$ cat src/rtl/lorenz_pkg.sv
// lorenz_pkg
//   Shared definitions for the Lorenz plotter slice: Q7.25 fixed-point
//   format constants, the plotter FSM state encoding, default screen
//   geometry, and a saturating 16-bit increment helper.
package lorenz_pkg;

  // Q7.25 signed state samples from the integrator
  localparam int Q_INT  = 7;
  localparam int Q_FRAC = 25;
  localparam int Q_W    = 32;

  // Default screen geometry and plot mapping
  localparam int DEF_H_RES   = 640;
  localparam int DEF_V_RES   = 480;
  localparam int DEF_ADDR_W  = 19;
  localparam int DEF_SHIFT   = 3;
  localparam int DEF_X_OFF   = 320;
  localparam int DEF_Z_OFF   = 440;
  localparam int DEF_COLOR_W = 8;

  typedef enum logic [2:0] {
    ST_START = 3'd0,
    ST_CLEAR = 3'd1,
    ST_IDLE  = 3'd2,
    ST_CALC  = 3'd3,
    ST_WRITE = 3'd4
  } state_t;

  // Event counters stick at all-ones instead of wrapping
  function automatic logic [15:0] sat_inc16(input logic [15:0] v);
    logic [15:0] r;
    if (v == 16'hFFFF) begin
      r = v;
    end else begin
      r = v + 16'd1;
    end
    return r;
  endfunction

endpackage

$ cat src/rtl/lorenz_plotter_if.sv
// lorenz_plotter_if
//   Single-word framebuffer write channel (valid/ready).
//   fb_we    : write valid, driven by the master
//   fb_ready : sink accepts the write when fb_we && fb_ready
//   fb_addr  : pixel address row*H_RES + col
//   fb_data  : pixel value
interface lorenz_plotter_if #(
  parameter int ADDR_W  = 19,
  parameter int COLOR_W = 8
) ();
  logic               fb_we;
  logic               fb_ready;
  logic [ADDR_W-1:0]  fb_addr;
  logic [COLOR_W-1:0] fb_data;

  modport master (output fb_we, output fb_addr, output fb_data, input fb_ready);
  modport slave  (input fb_we, input fb_addr, input fb_data, output fb_ready);
endinterface

$ cat src/rtl/lorenz_pixel_map.sv
// lorenz_pixel_map
//   Combinational projection of a captured (x, z) Q7.25 sample onto the
//   screen: scale by 2^SHIFT pixels per unit, offset to the origin pixel,
//   flag off-screen points and form the linear framebuffer address.
//   x, z : captured signed samples
//   addr : row*H_RES + col (meaningful only when clip = 0)
//   clip : point lies outside [0,H_RES) x [0,V_RES)
module lorenz_pixel_map
  import lorenz_pkg::*;
#(
  parameter int H_RES  = DEF_H_RES,
  parameter int V_RES  = DEF_V_RES,
  parameter int ADDR_W = DEF_ADDR_W,
  parameter int SHIFT  = DEF_SHIFT,
  parameter int X_OFF  = DEF_X_OFF,
  parameter int Z_OFF  = DEF_Z_OFF
) (
  input  logic signed [Q_W-1:0] x,
  input  logic signed [Q_W-1:0] z,
  output logic [ADDR_W-1:0]     addr,
  output logic                  clip
);

  localparam int SH_AMT = Q_FRAC - SHIFT;

  logic signed [Q_W-1:0] xs_s;
  logic signed [Q_W-1:0] zs_s;
  logic signed [Q_W-1:0] col_s;
  logic signed [Q_W-1:0] row_s;

  // Scale, offset (screen rows grow downward, so z is subtracted), clip, address
  always_comb begin
    xs_s  = x >>> SH_AMT;
    zs_s  = z >>> SH_AMT;
    col_s = X_OFF + xs_s;
    row_s = Z_OFF - zs_s;
    clip  = (col_s < 32'sd0) || (col_s >= H_RES) ||
            (row_s < 32'sd0) || (row_s >= V_RES);
    addr  = ADDR_W'(row_s * H_RES + col_s);
  end

endmodule

$ cat src/rtl/lorenz_plotter.sv
// lorenz_plotter
//   Plots Lorenz (x, z) samples into a framebuffer. After reset, or on
//   request, the whole framebuffer is first wiped to zero; afterwards each
//   accepted sample becomes one COLOR write at its projected pixel, unless
//   it falls off-screen.
//   clk, rst       : clock, asynchronous active-high reset
//   sample_en, x, z: sample strobe and Q7.25 signed state values
//   clear_req      : one-cycle wipe request (latched if not IDLE)
//   fb             : framebuffer write channel (master side)
//   busy           : FSM not IDLE
//   clear_done     : sticky wipe-complete flag, cleared when a wipe starts
//   drop_cnt       : samples ignored because not IDLE (saturating)
//   clip_cnt       : samples discarded as off-screen (saturating)
module lorenz_plotter
  import lorenz_pkg::*;
#(
  parameter int                 H_RES   = DEF_H_RES,
  parameter int                 V_RES   = DEF_V_RES,
  parameter int                 ADDR_W  = DEF_ADDR_W,
  parameter int                 SHIFT   = DEF_SHIFT,
  parameter int                 X_OFF   = DEF_X_OFF,
  parameter int                 Z_OFF   = DEF_Z_OFF,
  parameter int                 COLOR_W = DEF_COLOR_W,
  parameter logic [COLOR_W-1:0] COLOR   = COLOR_W'(8'hFF)
) (
  input  logic                  clk,
  input  logic                  rst,
  input  logic                  sample_en,
  input  logic signed [Q_W-1:0] x,
  input  logic signed [Q_W-1:0] z,
  input  logic                  clear_req,
  lorenz_plotter_if.master      fb,
  output logic                  busy,
  output logic                  clear_done,
  output logic [15:0]           drop_cnt,
  output logic [15:0]           clip_cnt
);

  localparam logic [ADDR_W-1:0] LAST_ADDR = ADDR_W'(H_RES * V_RES - 1);

  state_t                state_r;
  state_t                next_s;
  logic [ADDR_W-1:0]     addr_r;
  logic signed [Q_W-1:0] x_r;
  logic signed [Q_W-1:0] z_r;
  logic                  pend_r;
  logic                  clear_done_r;
  logic [15:0]           drop_r;
  logic [15:0]           clip_r;

  logic [ADDR_W-1:0]     pix_addr_s;
  logic                  pix_clip_s;
  logic                  we_s;
  logic [COLOR_W-1:0]    data_s;
  logic                  busy_s;
  logic                  accept_s;
  logic                  last_s;
  logic                  enter_clear_s;

  lorenz_pixel_map #(
    .H_RES (H_RES),
    .V_RES (V_RES),
    .ADDR_W(ADDR_W),
    .SHIFT (SHIFT),
    .X_OFF (X_OFF),
    .Z_OFF (Z_OFF)
  ) u_map (
    .x   (x_r),
    .z   (z_r),
    .addr(pix_addr_s),
    .clip(pix_clip_s)
  );

  assign accept_s      = we_s && fb.fb_ready;
  assign last_s        = (addr_r == LAST_ADDR);
  // A wipe always starts from address 0, whichever state it is entered from
  assign enter_clear_s = (next_s == ST_CLEAR) && (state_r != ST_CLEAR);

  // FSM state register
  always_ff @(posedge clk or posedge rst) begin
    if (rst) begin
      state_r <= ST_START;
    end else begin
      state_r <= next_s;
    end
  end

  // FSM next-state decode; a sample wins over a clear, which then stays pending
  always_comb begin
    next_s = state_r;
    case (state_r)
      ST_START: next_s = ST_CLEAR;
      ST_CLEAR: begin
        if (accept_s && last_s) begin
          next_s = ST_IDLE;
        end else begin
          next_s = ST_CLEAR;
        end
      end
      ST_IDLE: begin
        if (sample_en) begin
          next_s = ST_CALC;
        end else if (clear_req || pend_r) begin
          next_s = ST_CLEAR;
        end else begin
          next_s = ST_IDLE;
        end
      end
      ST_CALC: begin
        if (pix_clip_s) begin
          next_s = ST_IDLE;
        end else begin
          next_s = ST_WRITE;
        end
      end
      ST_WRITE: begin
        if (fb.fb_ready) begin
          next_s = ST_IDLE;
        end else begin
          next_s = ST_WRITE;
        end
      end
      default: next_s = ST_START;
    endcase
  end

  // FSM output decode: write strobe, data and busy depend on state only
  always_comb begin
    we_s   = 1'b0;
    data_s = {COLOR_W{1'b0}};
    busy_s = 1'b1;
    case (state_r)
      ST_CLEAR: begin
        we_s   = 1'b1;
        data_s = {COLOR_W{1'b0}};
      end
      ST_WRITE: begin
        we_s   = 1'b1;
        data_s = COLOR;
      end
      ST_IDLE: busy_s = 1'b0;
      default: begin
        we_s   = 1'b0;
        data_s = {COLOR_W{1'b0}};
        busy_s = 1'b1;
      end
    endcase
  end

  // Address register: wipe counter in CLEAR, plotted pixel address in WRITE
  always_ff @(posedge clk or posedge rst) begin
    if (rst) begin
      addr_r <= {ADDR_W{1'b0}};
    end else if (enter_clear_s) begin
      addr_r <= {ADDR_W{1'b0}};
    end else if ((state_r == ST_CLEAR) && accept_s && !last_s) begin
      addr_r <= addr_r + ADDR_W'(1);
    end else if ((state_r == ST_CALC) && !pix_clip_s) begin
      addr_r <= pix_addr_s;
    end else begin
      addr_r <= addr_r;
    end
  end

  // Sample capture, only when the plotter is free to take it
  always_ff @(posedge clk or posedge rst) begin
    if (rst) begin
      x_r <= {Q_W{1'b0}};
      z_r <= {Q_W{1'b0}};
    end else if ((state_r == ST_IDLE) && sample_en) begin
      x_r <= x;
      z_r <= z;
    end else begin
      x_r <= x_r;
      z_r <= z_r;
    end
  end

  // Pending-clear and wipe-complete flags
  always_ff @(posedge clk or posedge rst) begin
    if (rst) begin
      pend_r       <= 1'b0;
      clear_done_r <= 1'b0;
    end else if (enter_clear_s) begin
      pend_r       <= 1'b0;
      clear_done_r <= 1'b0;
    end else begin
      pend_r       <= pend_r | clear_req;
      clear_done_r <= clear_done_r | ((state_r == ST_CLEAR) && accept_s && last_s);
    end
  end

  // Saturating drop and clip counters, cleared only by reset
  always_ff @(posedge clk or posedge rst) begin
    if (rst) begin
      drop_r <= 16'd0;
      clip_r <= 16'd0;
    end else begin
      if (sample_en && (state_r != ST_IDLE)) begin
        drop_r <= sat_inc16(drop_r);
      end else begin
        drop_r <= drop_r;
      end
      if ((state_r == ST_CALC) && pix_clip_s) begin
        clip_r <= sat_inc16(clip_r);
      end else begin
        clip_r <= clip_r;
      end
    end
  end

  assign fb.fb_we   = we_s;
  assign fb.fb_addr = addr_r;
  assign fb.fb_data = data_s;
  assign busy       = busy_s;
  assign clear_done = clear_done_r;
  assign drop_cnt   = drop_r;
  assign clip_cnt   = clip_r;

endmodule

$ cat src/flat_wrapper.sv
// flat-port wrapper written by rule: the top's interface ports become plain ports
module lorenz_plotter_flat import lorenz_pkg::*;
#(
  parameter int                 H_RES   = DEF_H_RES,
  parameter int                 V_RES   = DEF_V_RES,
  parameter int                 ADDR_W  = DEF_ADDR_W,
  parameter int                 SHIFT   = DEF_SHIFT,
  parameter int                 X_OFF   = DEF_X_OFF,
  parameter int                 Z_OFF   = DEF_Z_OFF,
  parameter int                 COLOR_W = DEF_COLOR_W,
  parameter logic [COLOR_W-1:0] COLOR   = COLOR_W'(8'hFF)
)
  (clk, rst, sample_en, x, z, clear_req, busy, clear_done, drop_cnt, clip_cnt, fb_fb_we, fb_fb_addr, fb_fb_data, fb_fb_ready);
  lorenz_plotter_if #(.ADDR_W(ADDR_W), .COLOR_W(COLOR_W)) fb_i ();
  input  logic clk;
  input  logic rst;
  input  logic sample_en;
  input  logic signed [Q_W-1:0] x;
  input  logic signed [Q_W-1:0] z;
  input  logic clear_req;
  output logic busy;
  output logic clear_done;
  output logic [15:0] drop_cnt;
  output logic [15:0] clip_cnt;
  output wire logic [$bits(fb_i.fb_we)-1:0] fb_fb_we;
  output wire logic [$bits(fb_i.fb_addr)-1:0] fb_fb_addr;
  output wire logic [$bits(fb_i.fb_data)-1:0] fb_fb_data;
  input wire logic [$bits(fb_i.fb_ready)-1:0] fb_fb_ready;
  assign fb_fb_we = fb_i.fb_we;
  assign fb_fb_addr = fb_i.fb_addr;
  assign fb_fb_data = fb_i.fb_data;
  assign fb_i.fb_ready = fb_fb_ready;
  lorenz_plotter #(.H_RES(H_RES), .V_RES(V_RES), .ADDR_W(ADDR_W), .SHIFT(SHIFT), .X_OFF(X_OFF), .Z_OFF(Z_OFF), .COLOR_W(COLOR_W), .COLOR(COLOR)) u_core (.clk(clk), .rst(rst), .sample_en(sample_en), .x(x), .z(z), .clear_req(clear_req), .fb(fb_i), .busy(busy), .clear_done(clear_done), .drop_cnt(drop_cnt), .clip_cnt(clip_cnt));
endmodule
$ cat config.mk
export PLATFORM = sky130hd
export DESIGN_NAME = lorenz_plotter_flat
export DESIGN_NICKNAME = d
export VERILOG_FILES = /design/src/rtl/lorenz_pkg.sv /design/src/rtl/lorenz_plotter_if.sv /design/src/rtl/lorenz_pixel_map.sv /design/src/rtl/lorenz_plotter.sv /design/src/flat_wrapper.sv
export SDC_FILE = /design/constraint.sdc
export NUM_CORES = 1
export LEC_CHECK = 0
export BUFFER_PORTS_ARGS = -buffer_cell sky130_fd_sc_hd__buf_2
export CORE_MARGIN = 2
export CORE_UTILIZATION = 60
export DETAILED_ROUTE_END_ITERATION = 8
export HOLD_SLACK_MARGIN = 0.06
export PLACE_DENSITY = 0.83
export SLEW_MARGIN = 20
export SYNTH_ARGS = -nofsm -noshare
export SYNTH_HDL_FRONTEND = slang
export SYNTH_HIERARCHICAL = 1
export SYNTH_SLANG_ARGS = --single-unit
$ cat constraint.sdc
create_clock -name clk -period 11.3 [get_ports clk]
set_input_delay 3.39 -clock clk [delete_from_list [all_inputs] [get_ports clk]]
set_output_delay 3.39 -clock clk [all_outputs]
set_load 0.01 [all_outputs]
# Word level (Yosys, flattened, before mapping)
# Index checks and enable logic that the tools add are counted.
[word_totals]
register_bits = 120
inputBits = 69
wordCells = 68
output_inout_bits = 62
[op_classes]
add_sub_neg = 6
n_eq_ne = 10
muxes = 14
reduce_logical = 21
mul = 1
bitwise = 4
order_cmp = 4
[op_table]
columns = ["cell", "count"]
rows = [
  ["$mux W19", 3],
  ["$add A16 B1 Y16 const B", 2],
  ["$eq A16 B16 Y1 const B", 2],
  ["$lt A11 B1 Y1 const B", 2],
  ["$add A19 B1 Y19 const B", 1],
  ["$add A19 B11 Y19", 1],
  ["$eq A19 B19 Y1 const B", 1],
  ["$pmux W3 S5", 1],
  ["$mul A11 B4 Y12 const B", 1],
  ["$add A10 B10 Y11 const A", 1],
  ["$ge A11 B10 Y1 const B", 1],
  ["$ge A11 B11 Y1 const B", 1],
  ["$sub A10 B10 Y11 const A", 1],
  ["$logic_and A1 B1 Y1", 10],
  ["$mux W3", 3],
  ["$mux W8", 1],
  ["$eq A3 B1 Y1 const B", 2],
  ["$eq A3 B2 Y1 const B", 2],
  ["$logic_or A1 B1 Y1", 4],
  ["$mux W1", 4],
  ["$mux W2", 2],
  ["$reduce_and A2 Y1", 2],
  ["$eq A3 B3 Y1 const B", 1],
  ["$logic_not A3 Y1", 1],
  ["other kinds (7)", 10],
]

# Longest topological paths before layout
# Gate-level depths: netlist (run 1).
[depth]
word_depth = 10
depth_mapped = 24
ltp_nobuf = 24

# Cells and area by module
# Netlist (run 1), hierarchy kept.
[modules_own_cells]
columns = ["module", "seq_area_each_um2", "area_each_um2", "cells_each", "n_inst"]
rows = [
  ["lorenz_plotter", 3002.9, 5743.0, 488, 1],
  ["lorenz_pixel_map", 0.0, 1338.8, 187, 1],
]

# Least setup slack after synthesis (run 1)
# No wires, ideal clock.
[synth_path]
path_type = "reg2out"
start = "register u_core.state_r[1]"
end = "output fb_fb_data[1]"
n_path_buf = 2
arrival_time_ns = 1.580
stages_incl_launch_ff = 4
setup_slack_ns = 6.330
required_ns = 7.910
cell_sequence = "dfrtp_1 > buf_2 > nor3b_1 > buf_4"
[synth_via]
elab_chain_len = 2
[synth_rtl]
columns = ["item", "line_no", "text"]
rows = [
  ["start, declared", "lorenz_plotter.sv:41", "state_t state_r;"],
  ["start signal, assigned", "lorenz_plotter.sv:84", "state_r <= next_s;"],
  ["$eq A3 B3 Y1", "lorenz_plotter.sv:132", "case (state_r)"],
  ["$mux W8", "lorenz_plotter.sv:132", ""],
  ["end, declared", "flat_wrapper.sv:27", "output wire logic [$bits(fb_i.fb_data)-1:0] fb_fb_data;"],
]
# No other way between the ends.

# Final worst setup path (run 1)
[layout_path]
start = "register u_core.state_r[2]"
end = "output fb_fb_data[5]"
# The elaborated chain is that of the path after synthesis.

==> flow_metrics.env, run 1 <==
export IMPL_drc=0
export IMPL_setup_viol=0
export IMPL_grt_overflow=0
export IMPL_p_per_area_mw_per_mm2=128
export IMPL_firstDrtPassIters=5
export IMPL_post_cts_resized=0
export IMPL_nets=747
export IMPL_syn_num_nets=685
export IMPL_hpwl_mm=9.29
export IMPL_critical_path_top_delay_family="simple AND/OR/NAND/NOR gates"
export IMPL_crit_path_start_kind="flip-flop"
export IMPL_path_cells="nor3b_1, buf_2"
export IMPL_ff2ff_path_depth=24
export IMPL_clkLatencyLatePin_ps=360
export IMPL_htreeDepth=3
export IMPL_synth_area_sq_mm=0.00548
export IMPL_core_sq_mm=0.00881
export IMPL_cp_arrival_ps=1910
export IMPL_min_path_type="flip-flop to flip-flop"
export IMPL_yosysWarningCount=6
export IMPL_fin_crit_sh=0.469
export IMPL_hold_viol_final=0
export IMPL_end_kind="primary output"
export IMPL_cts_setup_buffers=0
export IMPL_hold_start="u_core/drop_cnt[3]$_DFFE_PP0P_"
export IMPL_max_freq_mhz=189
export IMPL_drive_gt1_frac=0.235
export IMPL_root_buffer="clkbuf_8"
export IMPL_numCtsBuffers=9
export IMPL_rows=34
export IMPL_antenna_found_initial=0
export IMPL_critPathMaxFanout=12
export IMPL_cts_hold_buf=0
export IMPL_die_area_sq_mm=0.00991
export IMPL_grt_max_degree=77
export IMPL_setup_tns_ps=0
export IMPL_critPathKind="flip-flop to primary output"
export IMPL_rsz0062_at_grt="no"
export IMPL_crit_reg2reg_launch="u_core/z_r[22]$_DFFE_PP0P_"
export IMPL_fin_skew_ps=13.8
export IMPL_ir_drop_mv=0.110
export IMPL_clockBufferDepth=2
export IMPL_drtIter0Drc=239
export IMPL_initial_utilization=0.622
export IMPL_totalWireLength_mm=12.4
export IMPL_wire_per_inst_um=16.4
export IMPL_setup_slack_ps=6000
export IMPL_grtUsageTotal=0.251
export IMPL_pre_cts_ws_ps=6120
export IMPL_vias_per_cell=6.19
export IMPL_holdPathEnd="u_core/drop_cnt[3]$_DFFE_PP0P_"
export IMPL_worst_ep_required_time_ps=7910
export IMPL_final_antenna_net_count=0
export IMPL_num_vias=4703
export IMPL_clock_sinks=76
export IMPL_syn_area_per_cell_sq_um=9.36
export IMPL_worst_pin_slew_ps=948
export IMPL_areaGrowthSynthToFinish_pct=9.71
export IMPL_r2r_end="u_core/fb.fb_addr[18]$_DFFE_PP0P_"
export IMPL_r2r_slack_ps=7140
export IMPL_finalCriticalPeriod_ps=5300
export IMPL_clkTransAtPathRegs_ps=80
export IMPL_p_leak_nw=2.78
export IMPL_die_y_um=99.5
export IMPL_maxCapViolations=0
export IMPL_syn_inst=585
export IMPL_diodes=0
export IMPL_cts_tree="built"
export IMPL_grt_pass1_vias=4390
export IMPL_hold_depth=1
export IMPL_ios=131
export IMPL_die_w_um=99.5
export IMPL_gp_congestion=0.892
export IMPL_slew_headroom=0.368
export IMPL_drv_slew=0
export IMPL_io_buffers=86
export IMPL_grt_pass1_wl_mm=20.2
export IMPL_critPathMaxStageDelay_ps=700
export IMPL_slowest_stage="nor3b_1"
export IMPL_worstPathBufferInverterCount=1
export IMPL_run_status="finished clean"
==> flip-flops by register name, summed over array words and instances (netlist names) <==
name               flops
u_core/clear_done      1
u_core/clip_cnt       16
u_core/drop_cnt       16
u_core/fb.fb_addr     19
u_core/pend_r          1
u_core/state_r         3
u_core/x_r            10
u_core/z_r            10
==> layout by cell type (no fill, tap or decap), types with 8 or more instances in the layout <==
cell type,count
a31oi_1,12
xnor2_1,39
buf_2,86
clkbuf_8,10
ha_1,29
a211oi_1,8
inv_1,25
nor4_1,11
xor2_1,15
a21oi_1,32
nand4_1,16
dfrtp_1,76
nand3_1,31
nand2_1,40
nor3_1,11
nor2_1,37
mux2_2,25
o21ai_0,23
==> where the power goes <==
group / leakage [nW] / switching [W] / internal, W / total, W
Clock: 0.0855 / 0.000104 / 0.0000861 / 0.000191
Sequential: 0.996 / 0.0000395 / 0.000297 / 0.000336
Combinational: 1.70 / 0.000130 / 0.000110 / 0.000240
==> layer usage <==
layer	vias up	wire (um)	GRT usage
li1	2228	-	-
met1	2251	5360	0.324
met2	195	5900	0.409
met3	29	899	0.0576
met4	0	286	0.100
met5	-	0	0
==> layout make-up <==
class,instances,area (sq um)
Timing Repair Buffer,89,453
Multi-Input combinational cell,445,3240
Fill cell,690,2800
Sequential cell,76,1900
Clock buffer,11,141
Clock inverter,5,37.5
Tap cell,108,135
Inverter,26,97.6
==> how the worst max path moves through the flow <==
stage / to / startpoint / cells past startpoint / slack [ps]
after floorplan: u_core/clear_done$_DFF_PP0_ / rst / 1 / 5970
after global placement: u_core/fb.fb_addr[2]$_DFFE_PP0P_ / fb_fb_ready / 5 / 6170
after detailed placement: u_core/fb.fb_addr[2]$_DFFE_PP0P_ / fb_fb_ready / 5 / 6120
after CTS: fb_fb_data[2] / u_core/state_r[2]$_DFF_PP0_ / 2 / 5980
after global routing: fb_fb_data[1] / u_core/state_r[2]$_DFF_PP0_ / 2 / 5790
final: fb_fb_data[5] / u_core/state_r[2]$_DFF_PP0_ / 2 / 6000
==> stage by stage <==
stage               area [sq um]  total power [W]  hold slack (ps)  std cells   util
floorplan                   5480         0.000509              475        585      -
global placement            5830         0.000564              475        744  0.662
detailed placement          5830         0.000578              489        744  0.662
CTS                         6010         0.000769              502        760  0.682
global route                6010         0.000811              527        760  0.682
finish                      6010         0.000767              493        760  0.682
Power figures use the tool's default switching activity.
==> run 2: changes to the inputs <==
--- a/config.mk
+++ b/config.mk
@@ -7,10 +7,10 @@
 export LEC_CHECK = 0
 export BUFFER_PORTS_ARGS = -buffer_cell sky130_fd_sc_hd__buf_2
 export CORE_MARGIN = 2
-export CORE_UTILIZATION = 60
+export CORE_UTILIZATION = 58
 export DETAILED_ROUTE_END_ITERATION = 8
 export HOLD_SLACK_MARGIN = 0.06
-export PLACE_DENSITY = 0.83
+export PLACE_DENSITY = 0.81
 export SLEW_MARGIN = 20
 export SYNTH_ARGS = -nofsm -noshare
 export SYNTH_HDL_FRONTEND = slang
==> constraint.sdc (replaced) <==
create_clock -name clk -period 5.5 [get_ports clk]
set_input_delay 1.65 -clock clk [delete_from_list [all_inputs] [get_ports clk]]
set_output_delay 1.65 -clock clk [all_outputs]
set_load 0.01 [all_outputs]
==> run 2 against run 1 <==
  * Combinational power is 110% higher
  * Sequential share of layout area is 0.18 points lower
  * Worst hold slack got worse by 5.0 ps
  * Critical path depth rose by 18
  * Count of clock-buffer cells in the layout is 1 lower
  * Worst setup slack got worse by 4700 ps
  * Via count fell by 0.17%
  * Clock power is 130% higher
  * Critical endpoint is now u_core/fb.fb_addr[17]$_DFFE_PP0P_
==> flow_metrics.env, run 2 (synthesis results as in run 1) <==
export IMPL_run_status="finished clean"
export IMPL_nets=747
export IMPL_end_kind="flip-flop"
export IMPL_fin_skew_ps=12.5
export IMPL_layout_commonest_cell="buf_2"
export IMPL_rsz0062_at_grt="no"
export IMPL_gp_congestion=0.897
export IMPL_setup_tns_ps=0
export IMPL_grtUsageTotal=0.245
export IMPL_grt_overflow=0
export IMPL_final_antenna_net_count=0
export IMPL_grt_pass1_vias=4310
export IMPL_die_w_um=101
export IMPL_firstDrtPassIters=7
export IMPL_critPathKind="flip-flop to flip-flop"
export IMPL_cp_arrival_ps=4510
export IMPL_min_path_type="flip-flop to flip-flop"
export IMPL_hpwl_mm=9.31
export IMPL_vias_per_cell=6.15
export IMPL_die_y_um=101
export IMPL_diodes=0
export IMPL_htreeDepth=3
export IMPL_largest_reg_flops=19
export IMPL_rows=35
export IMPL_cts_hold_buf=0
export IMPL_setup_viol=0
export IMPL_final_cell_mix="buf_2 (86), dfrtp_1 (76), nand2_1 (40)"
export IMPL_finalCriticalPeriod_ps=4220
export IMPL_drive_gt1_frac=0.236
export IMPL_hold_viol_final=0
export IMPL_max_freq_mhz=237
export IMPL_grt_pass1_wl_mm=20.2
export IMPL_cts_tree="built"
export IMPL_placed_area_sq_mm=0.00583
export IMPL_drv_slew=0
export IMPL_root_buffer="clkbuf_8"
export IMPL_drc=0
export IMPL_crit_path_start_kind="flip-flop"
export IMPL_r2r_slack_ps=1280
export IMPL_worst_ep_required_time_ps=5780
export IMPL_p_leak_nw=2.79
export IMPL_numCtsBuffers=9
export IMPL_crit_reg2reg_launch="u_core/z_r[22]$_DFFE_PP0P_"
export IMPL_hold_depth=1
export IMPL_die_area_sq_mm=0.0102
export IMPL_r2r_end="u_core/fb.fb_addr[17]$_DFFE_PP0P_"
export IMPL_clkLatencyLatePin_ps=350
export IMPL_drtIter0Drc=310
export IMPL_grt_max_degree=55
export IMPL_critPathMaxFanout=6
export IMPL_clockBufferDepth=2
export IMPL_clock_sinks=76
export IMPL_areaGrowthSynthToFinish_pct=10.4
export IMPL_fin_crit_sh=0.768
export IMPL_worst_pin_slew_ps=931
export IMPL_cts_setup_buffers=0
export IMPL_ff2ff_path_depth=20
export IMPL_ios=131
export IMPL_clkTransAtPathRegs_ps=90
export IMPL_post_cts_resized=0
export IMPL_io_buffers=86
export IMPL_antenna_found_initial=0
export IMPL_maxCapViolations=0
export IMPL_stdcell_area_sq_mm=0.00604
export IMPL_holdPathEnd="u_core/drop_cnt[7]$_DFFE_PP0P_"
export IMPL_num_vias=4695
export IMPL_ir_drop_mv=0.293
export IMPL_slew_headroom=0.379
export IMPL_core_sq_mm=0.00920
export IMPL_hold_start="u_core/drop_cnt[7]$_DFFE_PP0P_"
export IMPL_initial_utilization=0.595
export IMPL_totalWireLength_mm=12.6
export IMPL_p_per_area_mw_per_mm2=271
export IMPL_wire_per_inst_um=16.4
-- run 2: changes by cell type in the layout (fill, tap and decap cells not counted) --
cell | previous run | this run
bufinv_16 | 0 | 1
inv_2 | 1 | 0
clkinv_4 | 2 | 1
clkbuf_1 | 1 | 0
inv_6 | 0 | 2
-- run 2: worst max-delay path by stage --
stage,startpoint,cells past startpoint,slack [ps],to
CTS,u_core/z_r[22]$_DFFE_PP0P_,23,1280,u_core/fb.fb_addr[16]$_DFFE_PP0P_
global placement,u_core/z_r[22]$_DFFE_PP0P_,24,1500,u_core/fb.fb_addr[18]$_DFFE_PP0P_
global route,u_core/z_r[22]$_DFFE_PP0P_,23,830,u_core/fb.fb_addr[16]$_DFFE_PP0P_
finish,u_core/z_r[22]$_DFFE_PP0P_,20,1280,u_core/fb.fb_addr[17]$_DFFE_PP0P_
floorplan,u_core/z_r[22]$_DFFE_PP0P_,24,1820,u_core/fb.fb_addr[18]$_DFFE_PP0P_
detailed placement,u_core/z_r[22]$_DFFE_PP0P_,21,1360,u_core/fb.fb_addr[16]$_DFFE_PP0P_
-- run 2: routing by layer --
| layer | up-vias | GRT usage | share of wire |
|---|---|---|---|
| li1 | 2234 | - | - |
| met3 | 21 | 0.0566 | 0.072 |
| met4 | 0 | 0.0790 | 0.017 |
| met5 | - | 0 | 0 |
| met2 | 202 | 0.389 | 0.47 |
| met1 | 2238 | 0.333 | 0.44 |
-- run 2: area by class of cell --
class | instances | area [sq um]
timing repair buffer | 89 | 453
sequential | 76 | 1900
clock buffer | 10 | 138
multi-input combinational | 445 | 3240
tap | 111 | 139
inverter | 26 | 98.8
clock inverter | 6 | 71.3
fill | 760 | 3150
-- run 2: power by group --
group | internal [W] | leakage [nW] | switching (W) | total (W)
clock network | 0.000226 | 0.0995 | 0.000222 | 0.000448
logic | 0.000227 | 1.70 | 0.000267 | 0.000494
registers | 0.000609 | 0.996 | 0.0000837 | 0.000693
-- run 2: critical path: stages, from the launching register on --
cell and delay, ps:
dfrtp_1 450, inv_1 70, ha_1 210, nor2b_1 160, nand2b_1 190, nor2_1 60
a21oi_1 150, xnor2_1 210, inv_1 80, ha_1 300, a21o_1 180, a21oi_1 220
nor2b_1 90, o21a_1 180, o41ai_1 370, xnor2_1 130, ha_1 380, or4b_1 460
nand4b_1 120, nand2_1 70, nand3_1 110
-- run 2: stage by stage --
step	hold WS (ps)	setup slack [ps]	std cells	util	total power, W
after detailed placement	487	1360	747	0.634	0.00119
after global routing	514	826	763	0.657	0.00172
after global placement	474	1500	747	0.634	0.00116
after CTS	499	1280	763	0.657	0.00164
after floorplan	475	1820	585	-	0.00105
final	488	1280	763	0.657	0.00163
